## src/rtl/do_tanso_if.sv

```systemverilog
// ---------------------------------------------------------------------------
// do_tanso_if -- signal bundle for the do_tanso frequency/period meter.
//   sig_in        : asynchronous signal to measure (driven by master)
//   period_out    : last measured period in clk_50MHz cycles
//   period_valid  : one-cycle pulse when period_out updates
//   locked        : consecutive edges arriving within TIMEOUT
//   timeout_flag  : sticky timeout indication
// modport slave is the meter side, modport master is the stimulus/user side.
// ---------------------------------------------------------------------------
interface do_tanso_if #(
  parameter int CNT_W = 32
);
  logic             sig_in;
  logic [CNT_W-1:0] period_out;
  logic             period_valid;
  logic             locked;
  logic             timeout_flag;

  modport master (
    output sig_in,
    input  period_out, period_valid, locked, timeout_flag
  );

  modport slave (
    input  sig_in,
    output period_out, period_valid, locked, timeout_flag
  );
endinterface

```

## src/rtl/do_tanso.sv

```systemverilog
// ---------------------------------------------------------------------------
// do_tanso -- frequency/period meter.
// Samples a slow asynchronous signal in the clk_50MHz domain and reports the
// number of clk_50MHz cycles between consecutive rising edges.
//
// Ports:
//   clk_50MHz : system clock, the only clock
//   rst       : synchronous, active-high reset
//   bus       : do_tanso_if.slave (sig_in in; period_out, period_valid,
//               locked, timeout_flag out)
//
// Parameters:
//   CNT_W       : period counter / period_out width
//   TIMEOUT     : cycles without a rising edge before giving up (< 2^CNT_W)
//   SYNC_STAGES : synchronizer depth (>= 2)
//
// Optional build macro DO_TANSO_AVG4_EN: report the running average of the
// last 4 periods instead of every individual period (one extra cycle of
// latency; first report only after 4 periods have been collected).
//
// Latency sig_in rise -> period_valid is SYNC_STAGES+2 cycles, constant, so
// the start and stop edges see the same delay and periods are exact.
// ---------------------------------------------------------------------------
module do_tanso #(
  parameter int CNT_W       = 32,
  parameter int TIMEOUT     = 100000000,
  parameter int SYNC_STAGES = 2
) (
  input  logic        clk_50MHz,
  input  logic        rst,
  do_tanso_if.slave   bus
);

  localparam logic [CNT_W-1:0] TO_CNT = CNT_W'(TIMEOUT);
  localparam logic [CNT_W-1:0] ONE    = CNT_W'(1);

  typedef enum logic [1:0] {IDLE, ARMED, MEASURE} state_t;

  state_t                 r_state;
  logic [SYNC_STAGES-1:0] r_sync;
  logic                   r_prev;
  logic                   r_rise;
  logic [CNT_W-1:0]       r_cnt;
  logic [CNT_W-1:0]       r_pout;
  logic                   r_pvalid;
  logic                   r_locked;
  logic                   r_tflag;
  logic                   w_sync_out;

`ifdef DO_TANSO_AVG4_EN
  logic [CNT_W-1:0]       r_hist [4];
  logic [CNT_W+1:0]       r_sum;
  logic [2:0]             r_hcnt;
  logic                   r_avg_pend;
`endif

  assign w_sync_out = r_sync[SYNC_STAGES-1];

  always_ff @(posedge clk_50MHz) begin
    if (rst) begin
      r_state  <= IDLE;
      r_sync   <= '0;
      r_prev   <= 1'b0;
      r_rise   <= 1'b0;
      r_cnt    <= '0;
      r_pout   <= '0;
      r_pvalid <= 1'b0;
      r_locked <= 1'b0;
      r_tflag  <= 1'b0;
`ifdef DO_TANSO_AVG4_EN
      for (int i = 0; i < 4; i++) r_hist[i] <= '0;
      r_sum      <= '0;
      r_hcnt     <= '0;
      r_avg_pend <= 1'b0;
`endif
    end else begin
      r_sync <= {r_sync[SYNC_STAGES-2:0], bus.sig_in};
      r_prev <= w_sync_out;
      // Registered edge pulse: adds a fixed cycle, but keeps the FSM off the
      // synchronizer output path.
      r_rise <= w_sync_out & ~r_prev;

      r_pvalid <= 1'b0;
`ifdef DO_TANSO_AVG4_EN
      // Extra stage: publish the sum updated on the previous cycle.
      r_avg_pend <= 1'b0;
      if (r_avg_pend) begin
        r_pout   <= r_sum[CNT_W+1:2];
        r_pvalid <= 1'b1;
      end
`endif

      case (r_state)
        IDLE: begin
          r_cnt <= '0;
          if (r_rise) begin
            r_cnt   <= ONE;
            r_state <= ARMED;
          end
        end

        ARMED, MEASURE: begin
          // Edge has priority over timeout, so a period of exactly TIMEOUT
          // is still reported.
          if (r_rise) begin
`ifdef DO_TANSO_AVG4_EN
            r_hist[0] <= r_cnt;
            r_hist[1] <= r_hist[0];
            r_hist[2] <= r_hist[1];
            r_hist[3] <= r_hist[2];
            r_sum     <= r_sum + (CNT_W+2)'(r_cnt) - (CNT_W+2)'(r_hist[3]);
            if (r_hcnt != 3'd4) r_hcnt <= r_hcnt + 3'd1;
            r_avg_pend <= (r_hcnt >= 3'd3);
`else
            r_pout   <= r_cnt;
            r_pvalid <= 1'b1;
`endif
            r_locked <= 1'b1;
            r_tflag  <= 1'b0;
            r_cnt    <= ONE;
            r_state  <= MEASURE;
          end else if (r_cnt == TO_CNT) begin
            r_tflag  <= 1'b1;
            r_locked <= 1'b0;
            r_cnt    <= '0;
            r_state  <= IDLE;
`ifdef DO_TANSO_AVG4_EN
            for (int i = 0; i < 4; i++) r_hist[i] <= '0;
            r_sum  <= '0;
            r_hcnt <= '0;
`endif
          end else begin
            r_cnt <= r_cnt + ONE;
          end
        end

        default: begin
          r_state <= IDLE;
          r_cnt   <= '0;
        end
      endcase
    end
  end

  assign bus.period_out   = r_pout;
  assign bus.period_valid = r_pvalid;
  assign bus.locked       = r_locked;
  assign bus.timeout_flag = r_tflag;

endmodule

```

## src/flat_wrapper.sv

```systemverilog
// flat-port wrapper written by rule: the top's interface ports become plain ports
module do_tanso_flat 
#(
  parameter int CNT_W       = 32,
  parameter int TIMEOUT     = 100000000,
  parameter int SYNC_STAGES = 2
)
  (clk_50MHz, rst, bus_sig_in, bus_period_out, bus_period_valid, bus_locked, bus_timeout_flag);
  do_tanso_if #(.CNT_W(CNT_W)) bus_i ();
  input  logic clk_50MHz;
  input  logic rst;
  input wire logic [$bits(bus_i.sig_in)-1:0] bus_sig_in;
  output wire logic [$bits(bus_i.period_out)-1:0] bus_period_out;
  output wire logic [$bits(bus_i.period_valid)-1:0] bus_period_valid;
  output wire logic [$bits(bus_i.locked)-1:0] bus_locked;
  output wire logic [$bits(bus_i.timeout_flag)-1:0] bus_timeout_flag;
  assign bus_i.sig_in = bus_sig_in;
  assign bus_period_out = bus_i.period_out;
  assign bus_period_valid = bus_i.period_valid;
  assign bus_locked = bus_i.locked;
  assign bus_timeout_flag = bus_i.timeout_flag;
  do_tanso #(.CNT_W(CNT_W), .TIMEOUT(TIMEOUT), .SYNC_STAGES(SYNC_STAGES)) u_core (.clk_50MHz(clk_50MHz), .rst(rst), .bus(bus_i));
endmodule
```

## config.mk

```make
export PLATFORM = sky130hd
export DESIGN_NAME = do_tanso_flat
export DESIGN_NICKNAME = d
export VERILOG_FILES = /design/src/rtl/do_tanso_if.sv /design/src/rtl/do_tanso.sv /design/src/flat_wrapper.sv
export SDC_FILE = /design/constraint.sdc
export NUM_CORES = 1
export LEC_CHECK = 0
export ABC_AREA = 1
export CAP_MARGIN = 20
export CORE_ASPECT_RATIO = 0.7
export CORE_MARGIN = 4
export CORE_UTILIZATION = 30
export DETAILED_ROUTE_END_ITERATION = 10
export GPL_TIMING_DRIVEN = 0
export SYNTH_ARGS = -nofsm -noshare
export SYNTH_HDL_FRONTEND = slang
export SYNTH_SLANG_ARGS = --single-unit
```

## constraint.sdc

```tcl
create_clock -name clk_50MHz -period 1.48 [get_ports clk_50MHz]
set_input_delay 0.148 -clock clk_50MHz [delete_from_list [all_inputs] [get_ports clk_50MHz]]
set_output_delay 0.148 -clock clk_50MHz [all_outputs]
set_load 0.1 [all_outputs]
```

* Yosys cells after proc, flatten, opt, wreduce, memory -nomap -nowiden
Cells that the tools add are included.
** Operators by class
- Add/sub/neg operators :: 1
- Eq/ne operators :: 5
- Mux-type cells :: 13
- Bitwise logic cells :: 3
- Reduce and logical (&&, ||, !) cells :: 7
** Operators by type and width (count)
- $mux W32 :: 2
- $pmux W32 S2 :: 1
- $add A32 B1 Y32 const B :: 1
- $eq A32 B27 Y1 const B :: 1
- $mux W1 :: 6
- $mux W2 :: 3
- $reduce_and A2 Y1 :: 3
- $pmux W2 S2 :: 1
- $reduce_or A2 Y1 :: 2
- $ne A3 B1 Y1 const B :: 1
- $eq A2 B1 Y1 const B :: 1
- $eq A2 B2 Y1 const B :: 1
- $logic_not A2 Y1 :: 1
- $ne A2 B1 Y1 const B :: 1
- $not A1 Y1 :: 2
- $reduce_bool A2 Y1 :: 1
- $and A1 B1 Y1 :: 1
** Word-level totals
- Register bits :: 73
- Input bits :: 3
- Output and inout port bits :: 35
- Logic and storage cells :: 38

* Depth between registers and ports, before layout
- Word-level depth :: 4
- Gate-level depth with buffers :: 13
- Mapped depth without buffers :: 11

* Worst setup path after synthesis
Ideal clock, no wire load.
- Path kind :: reg-to-reg
- Start :: reg u_core.r_state[0]
- End :: reg u_core.r_pout[0], in the netlist u_core.bus.period_out[0]
- Library setup time :: 0.126 ns
- Data arrival time :: 1.377 ns
- Required time :: 1.354 ns
- Path slack :: -0.023 ns
- Cell stages (with the launch flop) :: 8
- Path buffers :: 1
- Period minus slack after synthesis :: 1.503 ns
- Cells stage by stage :: dfxtp_1 inv_1 ha_1 nand2_1 nor2_1 inv_1 clkbuf_1 o21ai_0
** On the way
- Word-level cells in the longest chain between the ends :: 3
- Elaborated cells between the ends (all ways) :: 4
- Those cells by class :: eq/ne (2); reduce/logical (2)
** RTL lines
- from (decl) :: line do_tanso.sv:39 : state_t r_state;
- from (signal assigned) :: line do_tanso.sv:61 : r_state <= IDLE;
- from (signal assigned) :: line do_tanso.sv:98 : r_state <= ARMED;
- from (signal assigned) :: line do_tanso.sv:121 : r_state <= MEASURE;
- $eq A2 B1 Y1 or $eq A2 B2 Y1 (tied branches) :: line do_tanso.sv:93 : case (r_state)
- $reduce_or A2 Y1 (*) :: line do_tanso.sv:93
- $reduce_and A2 Y1 (no source line) (*)
- to (signal assigned) :: line do_tanso.sv:115 : r_pout <= r_cnt;
- to (decl) :: line do_tanso.sv:44 : logic [CNT_W-1:0] r_pout;
Mark *: on every way between the ends. The rest lies on a longest branch, timed or not.
A chain may end at the register's enable or synchronous reset.

* Worst setup path after layout
- Start :: reg u_core.r_cnt[19]
- End :: reg u_core.r_cnt[5]
** On the way
- Word-level cells in the longest chain between the ends :: 4
** RTL lines
- from (decl) :: line do_tanso.sv:43 : logic [CNT_W-1:0] r_cnt;
- from (signal assigned) :: line do_tanso.sv:133 : r_cnt <= r_cnt + ONE;
- $eq A32 B27 Y1 :: line do_tanso.sv:122 : end else if (r_cnt == TO_CNT) begin
- $mux W32 :: line do_tanso.sv:122
- $mux W32 :: line do_tanso.sv:105 : if (r_rise) begin
- $pmux W32 S2 :: line do_tanso.sv:93
Every way passes these cells.

==> impl_metrics.csv <==
group,metric,value,unit
place,place_area,3710,sq um
routing,wire_per_inst,14.7,microns
final_layout,nets,535,
setup_path,crit_type,"flip-flop to flip-flop",
floorplan,row_count,31,
setup_path,worst-path-max-fanout,7,
grt,grt_pass1_vias,2862,
place,port_buffers,36,
yosys,synth_seq_area_share,0.459,
yosys,synthFlopType,"dfxtp_1",
clock_network,htree_levels,3,
yosys,async_reset_ff_frac,0,
hold_path,min_path_cells,2,
routing,ant_nets,0,
routing,vias,3268,
yosys,netlist_instances,447,
routing,route.detailed.drc,0,
yosys,synth_warnings,0,
floorplan,die_w,131,microns
yosys,synth-edff-count,0,
place,dp_hpwl,6660,microns
hold_path,min-delay-start,"rst",
final_layout,fin_area,4750,sq um
grt,grt_pass1_wl,14500,microns
sta,layout_min_cycle_time,1.59,ns
setup_path,cp.arrival,1.79,ns
clock_network,cts_tree,"built",
place,dp_cells,615,
final_layout,drive_gt1_frac,0.375,
sta,finalSetupViolations,29,
sta,rsz0062_at_grt,"true",
clock_network,cts_made_buffers,9,
sta,maxSlewViolCount,0,
sta,setup-tns-final,-1.86,ns
clock_network,cts-root-buf,"clkbuf_16",
setup_path,cp_top_family,"simple AND/OR/NAND/NOR gates",
job,maxCapViolCount,0,
sta,slew-limit-headroom,0.630,
floorplan,die_area,12300,sq um
yosys,netlist_area,3180,sq um
setup_path,slowest_stage,"dfxtp_1",
yosys,avgSynthCellArea,7.12,sq um
routing,vias_per_cell,4.91,
setup_path,cp.required,1.68,ns
sta,fmax,630,MHz
routing,first_pass_iters,5,
outcome,violations,"negative setup slack",
clock_network,cts.clk_slew.worst_paths,0.06,ns
routing,drt_wl_total,9760,microns
sta,min_period_over_period,1.07,
hold_path,min_to,"u_core.r_prev",
power,p_per_area,864,nW/um^2
grt,grt_start_max_net_pins,12,
sta,clock_skew,0.00739,ns
setup_path,reg2reg_to,"u_core.r_cnt[5]",
clock_network,clk_path_buf_depth,2,
final_layout,diodes,0,
hold_path,min_path_type,"primary input to flip-flop",
outcome,outcome,"finished, violations left",
sta,hold_viol,0,
floorplan,die_y,94.2,microns
grt,grt_use_total,0.151,
yosys,synth-seq-cells,73,
grt,antenna_found_initial,0,
clock_network,cts_sinks,73,
floorplan,start_util,0.307,
setup_path,start_kind,"flip-flop",
setup_path,r2r_start,"u_core.r_cnt[19]",
setup_path,path_buf_inv,4,
setup_path,path_cells,"inv_2, nand2_1, nor2_1, nand2_1, nor2_4, nand2_2, nand2_2, inv_2, nand2_4, buf_12, buf_12, nor3_4",
power,leakagePower,1.77,nW
setup_path,end_kind,"flip-flop",
floorplan,ios,38,
floorplan,core,10400,sq um
yosys,synthesis.nets,454,
place,pre_cts_ws,-0.527,ns
final_layout,n_fill_cell,1014,
setup_path,rrSetupSlack,-0.11,ns
yosys,synth.distinct_cells,25,
clock_network,insertion_delay,0.34,ns
grt,grt_overflow_total,0,
sta,finalWorstSetupSlack,-0.107,ns
final_layout,area_growth,49.3,%
setup_path,reg2reg_depth,12,
power,peakVddDrop,0.000595,V
place,place_congestion,0.953,
setup_path,max_stage_delay,0.33,ns
final_layout,layout.cells.non_filler,665,
clock_network,cts_hold_buffers,0,
routing,drtIter0Drc,252,
sta,worst_slew_pin_slew,0.557,ns
-- Yosys cell counts, types with 2 or more instances --
library cell | count | area, sq um
nor3_1 | 16 | 80.1
xor2_1 | 18 | 158
inv_1 | 55 | 206
nand3_1 | 48 | 240
a21oi_1 | 2 | 10.0
nor2_1 | 75 | 282
nand4_1 | 5 | 31.3
dfxtp_1 | 73 | 1460
ha_1 | 4 | 50.1
nand2_1 | 93 | 349
nand2_2 | 2 | 12.5
o21ai_0 | 34 | 170
clkbuf_1 | 10 | 37.5
-- flip-flops by register name, summed over array words and instances, names as in the netlist --
| register | cells |
|---|---|
| u_core.r_sync | 2 |
| u_core.r_cnt | 32 |
| u_core.bus.period_valid | 1 |
| u_core.bus.period_out | 32 |
| u_core.r_prev | 1 |
| u_core.r_rise | 1 |
| u_core.bus.locked | 1 |
| u_core.bus.timeout_flag | 1 |
| u_core.r_state | 2 |
-- stage by stage --
step                       util  hold slack (ns)  power (W)
after global placement    0.358            0.379    0.00208
after global routing      0.459            0.210    0.00423
after detailed placement  0.358            0.382    0.00208
final                     0.459            0.175    0.00411
after floorplan               -            0.255    0.00206
after CTS                 0.422            0.189    0.00413
-- worst max-delay path by stage --
stage                      startpoint                         to  slack, ns  depth (start not counted)
finish               u_core.r_cnt[19]            u_core.r_cnt[5]      -0.11                         12
global route          u_core.r_cnt[0]            u_core.r_cnt[8]      -0.16                         13
CTS                   u_core.r_cnt[1]            u_core.r_cnt[6]       -0.1                         13
detailed placement  u_core.r_state[0]  u_core.bus.period_out[25]      -0.53                          7
global placement    u_core.r_state[0]  u_core.bus.period_out[16]      -0.49                          7
floorplan           u_core.r_state[0]  u_core.bus.period_out[10]       0.01                          7
-- area by class of cell --
class / instances / area, sq um / share of cell area
plain buffers: 13 / 115 / 0.0242
multi-input cells: 304 / 1770 / 0.372
repair buffers: 70 / 701 / 0.147
inverters: 57 / 229 / 0.0482
flip-flops and latches: 73 / 1500 / 0.315
clock buffers: 14 / 264 / 0.0556
clock inverters: 2 / 12.5 / 0.00263
well taps: 132 / 165 / 0.0348
-- repair_timing --
action                                  in CTS  in global routing
setup buffers                               14                 18
cloned                                       1                  1
pin swaps                                   13                 30
resized for setup                          186                 85
endpoints found under the setup margin     102                 57
-- logic make-up (layout without fill, tap and decap cells) --
group                    after synthesis  in the layout  share of synthesized area
buffers and inverters                 70            156                     0.0888
XOR/XNOR                              19             19                     0.0523
AO/OA/AOI/OAI                         37             37                     0.0586
adder cells (fa/ha/maj)                4              4                     0.0157
AND/OR/NAND/NOR                      244            244                      0.325
flip-flops                            73             73                      0.459
-- placed cells by master (no fill, tap or decap), types with 4 or more instances in the layout --
cell / count
nand2_2: 13
nor3_2: 6
inv_2: 17
dfxtp_2: 13
nor2_2: 22
nor3_4: 5
xor2_1: 18
clkbuf_1: 7
inv_4: 6
nor2_1: 45
o21ai_1: 12
clkbuf_16: 10
dfxtp_1: 55
dfxtp_4: 5
buf_4: 29
o21ai_0: 20
nand4_1: 5
clkdlybuf4s15_2: 35
nor2_4: 9
nand3_1: 44
clkbuf_8: 4
inv_1: 33
nor3_1: 6
nand2_1: 80
-- worst register-to-register path: stages (launching register included) --
cell,delay [ns]
dfxtp_1,0.33
inv_2,0.09
nand2_1,0.06
nor2_1,0.11
nand2_1,0.12
nor2_4,0.15
nand2_2,0.07
nand2_2,0.08
inv_2,0.05
nand2_4,0.07
buf_12,0.14
buf_12,0.12
nor3_4,0.04
-- metal layers --
layer | vias up | routed length, microns | GRT usage
met5 | - | 0 | 0
met4 | 0 | 183 | 0.0507
met3 | 20 | 640 | 0.0487
met2 | 110 | 4130 | 0.218
met1 | 1552 | 4810 | 0.213
li1 | 1586 | - | -
-- power by group --
group | internal [W] | total (W) | leakage [nW] | switching, W
clock network | 0.00122 | 0.00204 | 0.133 | 0.000813
registers | 0.00196 | 0.00197 | 0.599 | 0.00000532
logic | 0.0000412 | 0.000101 | 1.04 | 0.0000596
(Power assumes the default switching activity.)
